$ cat src/rtl/lcd_nibble_writer.sv
// HD44780-style 4-bit bus writer: splits each byte into high/low nibble transfers
// with setup/enable/hold timing, then waits out the controller execution time.
module lcd_nibble_writer #(
  parameter int SETUP_CYCLES     = 5,
  parameter int PULSE_CYCLES     = 25,
  parameter int HOLD_CYCLES      = 2,
  parameter int WAIT_CYCLES      = 4000,
  parameter int LONG_WAIT_CYCLES = 164000
) (
  input  logic       clock,
  input  logic       reset,
  input  logic       in_valid,
  output logic       in_ready,
  input  logic [7:0] in_data,
  input  logic       in_rs,
  input  logic       in_nibble_only,
  output logic       rs,
  output logic       e,
  output logic [7:4] d,
  output logic       done
);

  typedef enum logic [2:0] {
    IDLE, SETUP_HI, PULSE_HI, HOLD_HI, SETUP_LO, PULSE_LO, HOLD_LO, WAIT
  } state_t;

  localparam logic [19:0] S_LD  = 20'(SETUP_CYCLES - 1);
  localparam logic [19:0] P_LD  = 20'(PULSE_CYCLES - 1);
  localparam logic [19:0] H_LD  = 20'(HOLD_CYCLES - 1);
  localparam logic [19:0] W_LD  = 20'(WAIT_CYCLES - 1);
  localparam logic [19:0] LW_LD = 20'(LONG_WAIT_CYCLES - 1);

  state_t      state_q, state_d;
  logic [19:0] cnt_q, cnt_d;
  logic [7:0]  data_q, data_d;
  logic        rs_lat_q, rs_lat_d;
  logic        nib_q, nib_d;
  logic        rs_q, rs_d;
  logic        e_q, e_d;
  logic [3:0]  d_q, d_d;
  logic        done_q, done_d;
  logic        accept, last, long_cmd;

  assign in_ready = (state_q == IDLE) & ~reset;
  assign accept   = in_valid & in_ready;
  assign last     = (cnt_q == 20'd0);
  // Clear display (0x01) and return home (0x02/0x03) need the long execution time
  assign long_cmd = ~rs_lat_q & ~nib_q & (data_q[7:2] == 6'd0) & (data_q[1:0] != 2'd0);

  always_comb begin
    state_d  = state_q;
    cnt_d    = last ? cnt_q : cnt_q - 20'd1;
    data_d   = data_q;
    rs_lat_d = rs_lat_q;
    nib_d    = nib_q;
    done_d   = 1'b0;
    unique case (state_q)
      IDLE: if (accept) begin
        data_d   = in_data;
        rs_lat_d = in_rs;
        nib_d    = in_nibble_only;
        state_d  = SETUP_HI;
        cnt_d    = S_LD;
      end
      SETUP_HI: if (last) begin state_d = PULSE_HI; cnt_d = P_LD; end
      PULSE_HI: if (last) begin state_d = HOLD_HI;  cnt_d = H_LD; end
      HOLD_HI: if (last) begin
        if (nib_q) begin state_d = WAIT;     cnt_d = W_LD; end
        else       begin state_d = SETUP_LO; cnt_d = S_LD; end
      end
      SETUP_LO: if (last) begin state_d = PULSE_LO; cnt_d = P_LD; end
      PULSE_LO: if (last) begin state_d = HOLD_LO;  cnt_d = H_LD; end
      HOLD_LO: if (last) begin
        state_d = WAIT;
        cnt_d   = long_cmd ? LW_LD : W_LD;
      end
      WAIT: if (last) begin state_d = IDLE; done_d = 1'b1; end
      default: state_d = IDLE;
    endcase
  end

  // Pin drive is registered from the next state so the bus is glitch-free
  always_comb begin
    rs_d = rs_q;
    d_d  = d_q;
    e_d  = (state_d == PULSE_HI) || (state_d == PULSE_LO);
    unique case (state_d)
      SETUP_HI, PULSE_HI, HOLD_HI: begin d_d = data_d[7:4]; rs_d = rs_lat_d; end
      SETUP_LO, PULSE_LO, HOLD_LO: begin d_d = data_d[3:0]; rs_d = rs_lat_d; end
      default: ;
    endcase
  end

  always_ff @(posedge clock or posedge reset) begin
    if (reset) begin
      state_q  <= IDLE;
      cnt_q    <= 20'd0;
      data_q   <= 8'h00;
      rs_lat_q <= 1'b0;
      nib_q    <= 1'b0;
      rs_q     <= 1'b0;
      e_q      <= 1'b0;
      d_q      <= 4'h0;
      done_q   <= 1'b0;
    end else begin
      state_q  <= state_d;
      cnt_q    <= cnt_d;
      data_q   <= data_d;
      rs_lat_q <= rs_lat_d;
      nib_q    <= nib_d;
      rs_q     <= rs_d;
      e_q      <= e_d;
      d_q      <= d_d;
      done_q   <= done_d;
    end
  end

  assign rs   = rs_q;
  assign e    = e_q;
  assign d    = d_q;
  assign done = done_q;

endmodule

$ cat config.mk
export PLATFORM = sky130hd
export DESIGN_NAME = lcd_nibble_writer
export DESIGN_NICKNAME = d
export VERILOG_FILES = /design/src/rtl/lcd_nibble_writer.sv
export SDC_FILE = /design/constraint.sdc
export NUM_CORES = 1
export LEC_CHECK = 0
export ABC_AREA = 0
export CAP_MARGIN = 20
export CELL_PAD_IN_SITES_DETAIL_PLACEMENT = 0
export CELL_PAD_IN_SITES_GLOBAL_PLACEMENT = 1
export CORE_UTILIZATION = 30
export CTS_CLUSTER_SIZE = 25
export DETAILED_ROUTE_END_ITERATION = 8
export PLACE_DENSITY = 0.64
export SETUP_SLACK_MARGIN = 0.15
export SLEW_MARGIN = 10
export SYNTH_ARGS = -nofsm -noshare
export SYNTH_HDL_FRONTEND = slang
export SYNTH_SLANG_ARGS = --single-unit
export TNS_END_PERCENT = 5
$ cat constraint.sdc
create_clock -name clock -period 7.5 [get_ports clock]
set_input_delay 0.75 -clock clock [delete_from_list [all_inputs] [get_ports clock]]
set_output_delay 0.75 -clock clock [all_outputs]
set_load 0.1 [all_outputs]
==> impl_metrics.csv <==
group,metric,value,unit
finish,fillCellCount,814,
placed_design,gp_congestion,0.7594,
setup_path,worstSetupPathType,"reg2out",
finish,n_antenna_cell,0,
finish,syn2layout_area_growth,18.34,%
finish,nNetsFinal,295,
placed_design,pre_cts_ws,4.293,ns
pwr,p_leak,1.115,nW
setup_path,r2r-start,"cnt_q[0]",
clock_network,cts_root_buf,"clkbuf_8",
global_routing,antenna_found_initial,0,
clock_network,clk_pin_slew,0.10,ns
setup_path,cp_max_fo,21,
placed_design,dpl.cell_count,370,
die,start_util,0.3106,
synth,yosys.area.top_type_share,0.4420,
synth,syn_nets,276,
global_routing,grt_pass1_vias,1805,
synth,synth_warnings,0,
clock_network,clk_latency,0.30,ns
timing,fin_skew,0.01239,ns
synth,synth.area.top_cells,"dfrtp_1, nand2_1, nor2_1",
clock_network,cts_hold_buf,0,
routing,drt_pass1_iterations,4,
synth,async_reset_ff_frac,1.000,
clock_network,cts.sinks,40,
die,coreArea,0.007292,sq mm
timing,maxSlewHeadroom,0.3504,
clock_network,ctsResizeCount,0,
pwr,combPwrFrac,0.469,
timing,rsz0062_at_grt,"no",
routing,vias,1851,
routing,drt_iter0_markers,88,
worst_hold_path,min_path_type,"reg2reg",
synth,synth_commonest_cells,"nand2_1, dfrtp_1, nor2_1",
die,die_h,88.89,um
timing,fin_crit_sh,0.4607,
clock_network,cts-buffers-inserted,5,
pwr,ir_drop,0.2365,mV
finish,drive_above_1_share,0.07168,
global_routing,grt_max_degree,41,
run_status,status,"completed",
setup_path,reg2reg_depth,9,
routing,drc_errors,0,
global_routing,grt_usage,0.1549,
pwr,p_sw,0.0005230,W
synth,ys_seq_elements,40,
routing,routed_wl,5502,um
die,die_w,88.89,um
timing,final_hold_viol_count,0,
placed_design,io_buffers,20,
global_routing,grt_pass1_wl,9170,um
synth,synth-edff-count,0,
die,design.die.area,0.007901,sq mm
pwr,switching_share,0.4670,
setup_path,endpoint_kind,"output pin",
clock_network,max-clock-path-buffers,2,
pwr,internal-power,0.0005970,W
timing,worst_slack,4.045,ns
timing,hold_slack,0.5030,ns
worst_hold_path,holdPathEnd,"data_q[5]",
setup_path,crit_arrival,2.71,ns
synth,netlist_instances,259,
routing,routed_via_density,4.897,
pwr,seqPwrFrac,0.365,
synth,synth_cell_types,50,
clock_network,cts.htree.levels,2,
die,num_rows,31,
routing,ant_nets,0,
timing,layout_min_cycle_time,3.455,ns
timing,setup-violations-final,0,
synth,yosysMostFrequentCell,"nand2_1",
timing,clock.fmax,289.4,MHz
worst_hold_path,hp-start,"data_q[5]",
setup_path,crit_required,6.75,ns
synth,synth.avg_cell_area,8.744,sq um
pwr,power_frac_clock,0.166,
setup_path,startpoint_type,"flip-flop",
timing,tightestPinTransition,0.9714,ns
timing,slew_viol_final,0,
synth,syn_area,0.002265,sq mm
placed_design,place_hpwl,3941,um
finish,stdcell_count,378,
timing,tns,0,ns
clock_network,cts_setup_buffers,0,
die,ios,21,
routing,wl_per_cell,14.56,um
flow_run,cap_violations,0,
global_routing,grt_overflow_total,0,
finish,final_core_util,0.3675,
synth,synth-main-ff-cell,"dfrtp_1",
synth,seq_area_frac_synth,0.4420,
pwr,powerDensity,417.9,mW/mm^2
setup_path,r2r-end,"rs",
worst_hold_path,min_path_cells,2,
setup_path,reg2reg_setup_slack,4.53,ns
clock_network,cts_tree,"yes",
synth,synth_area_leader_cell,"dfrtp_1",
[state kept, by name, summed over array words and instances (netlist names)]
register	cells
cnt_q	20
data_q	8
d	4
state_q	3
done	1
e	1
nib_q	1
rs	1
rs_lat_q	1
[kinds of logic (layout without fill, tap and decap cells)]
kind of cell               Yosys count  after routing  share of synthesized area
AOI/OAI and AO/OA                   55             55                     0.1619
and+or+nand+nor                    127            127                     0.2834
buffers and inverters               18             38                    0.03038
xor gates and xnor gates            12             12                    0.04641
adders and majority gates            4              4                    0.02210
muxes                                3              3                    0.01381
DFF                                 40             40                     0.4420
[worst max-delay path, stage by stage, from the launching register on]
cell and delay, ns:
dfrtp_1 0.61, or3_1 0.53, nor2_1 0.12, clkdlybuf4s50_1 1.13
[worst max path at each step]
stage	start	endpoint	slack [ns]	cells past startpoint
2_1_floorplan	state_q[2]	in_ready	4.56	3
3_3_place_gp	reset	in_ready	4.30	3
3_5_place_dp	reset	in_ready	4.29	3
4_1_cts	state_q[1]	in_ready	4.02	3
5_1_grt	state_q[1]	in_ready	3.92	3
6_report	state_q[1]	in_ready	4.04	3
[metrics by stage]
step           cell area, sq um  power [W]
6_report                   2680   0.001120
5_1_grt                    2680   0.001208
4_1_cts                    2680   0.001133
3_5_place_dp               2565  0.0009409
3_3_place_gp               2565  0.0009435
2_1_floorplan              2265  0.0008048
[placed cells by master (no fill, tap or decap), drive strengths merged, types with 3 or more instances in the layout]
cell,instances
o21ai,13
or3,4
nand2b,4
clkbuf,5
o221a,4
dfrtp,40
a21oi,16
a211oi,8
xnor2,4
nand3,7
a31oi,3
xor2,8
nor2b,5
ha,4
clkdlybuf4s50,20
nor4,5
nor3,11
inv,9
nand2,49
nor2,31
[area by class of cell]
| cell class | count | area [sq um] | share of cell area |
|---|---|---|---|
| Inverter | 8 | 30.03 | 0.01120 |
| Clock inverter | 3 | 46.29 | 0.01727 |
| Clock buffer | 5 | 68.82 | 0.02568 |
| Tap cell | 99 | 123.9 | 0.04622 |
| Sequential cell | 40 | 1001 | 0.3735 |
| Timing Repair Buffer | 22 | 215.2 | 0.08030 |
| Multi-Input combinational cell | 201 | 1195 | 0.4458 |
[per-layer routing]
metal  vias to the layer above  GRT usage  share of wire
met5                         -          0              0
met3                         2    0.02985          0.026
met1                       874     0.2223           0.51
met2                        25     0.2406           0.46
li1                        950          -              -
met4                         0    0.03666         0.0044
[power groups by stage]
stage | Clock, W | Sequential [W] | Combinational [W]
global route | 0.000202 | 0.000425 | 0.000581
global placement | 0 | 0.000414 | 0.000530
CTS | 0.000193 | 0.000409 | 0.000530
detailed placement | 0 | 0.000413 | 0.000528
floorplan | 0 | 0.000475 | 0.000329
finish | 0.000186 | 0.000409 | 0.000525
No activity file was read; power rests on OpenSTA's default activity.
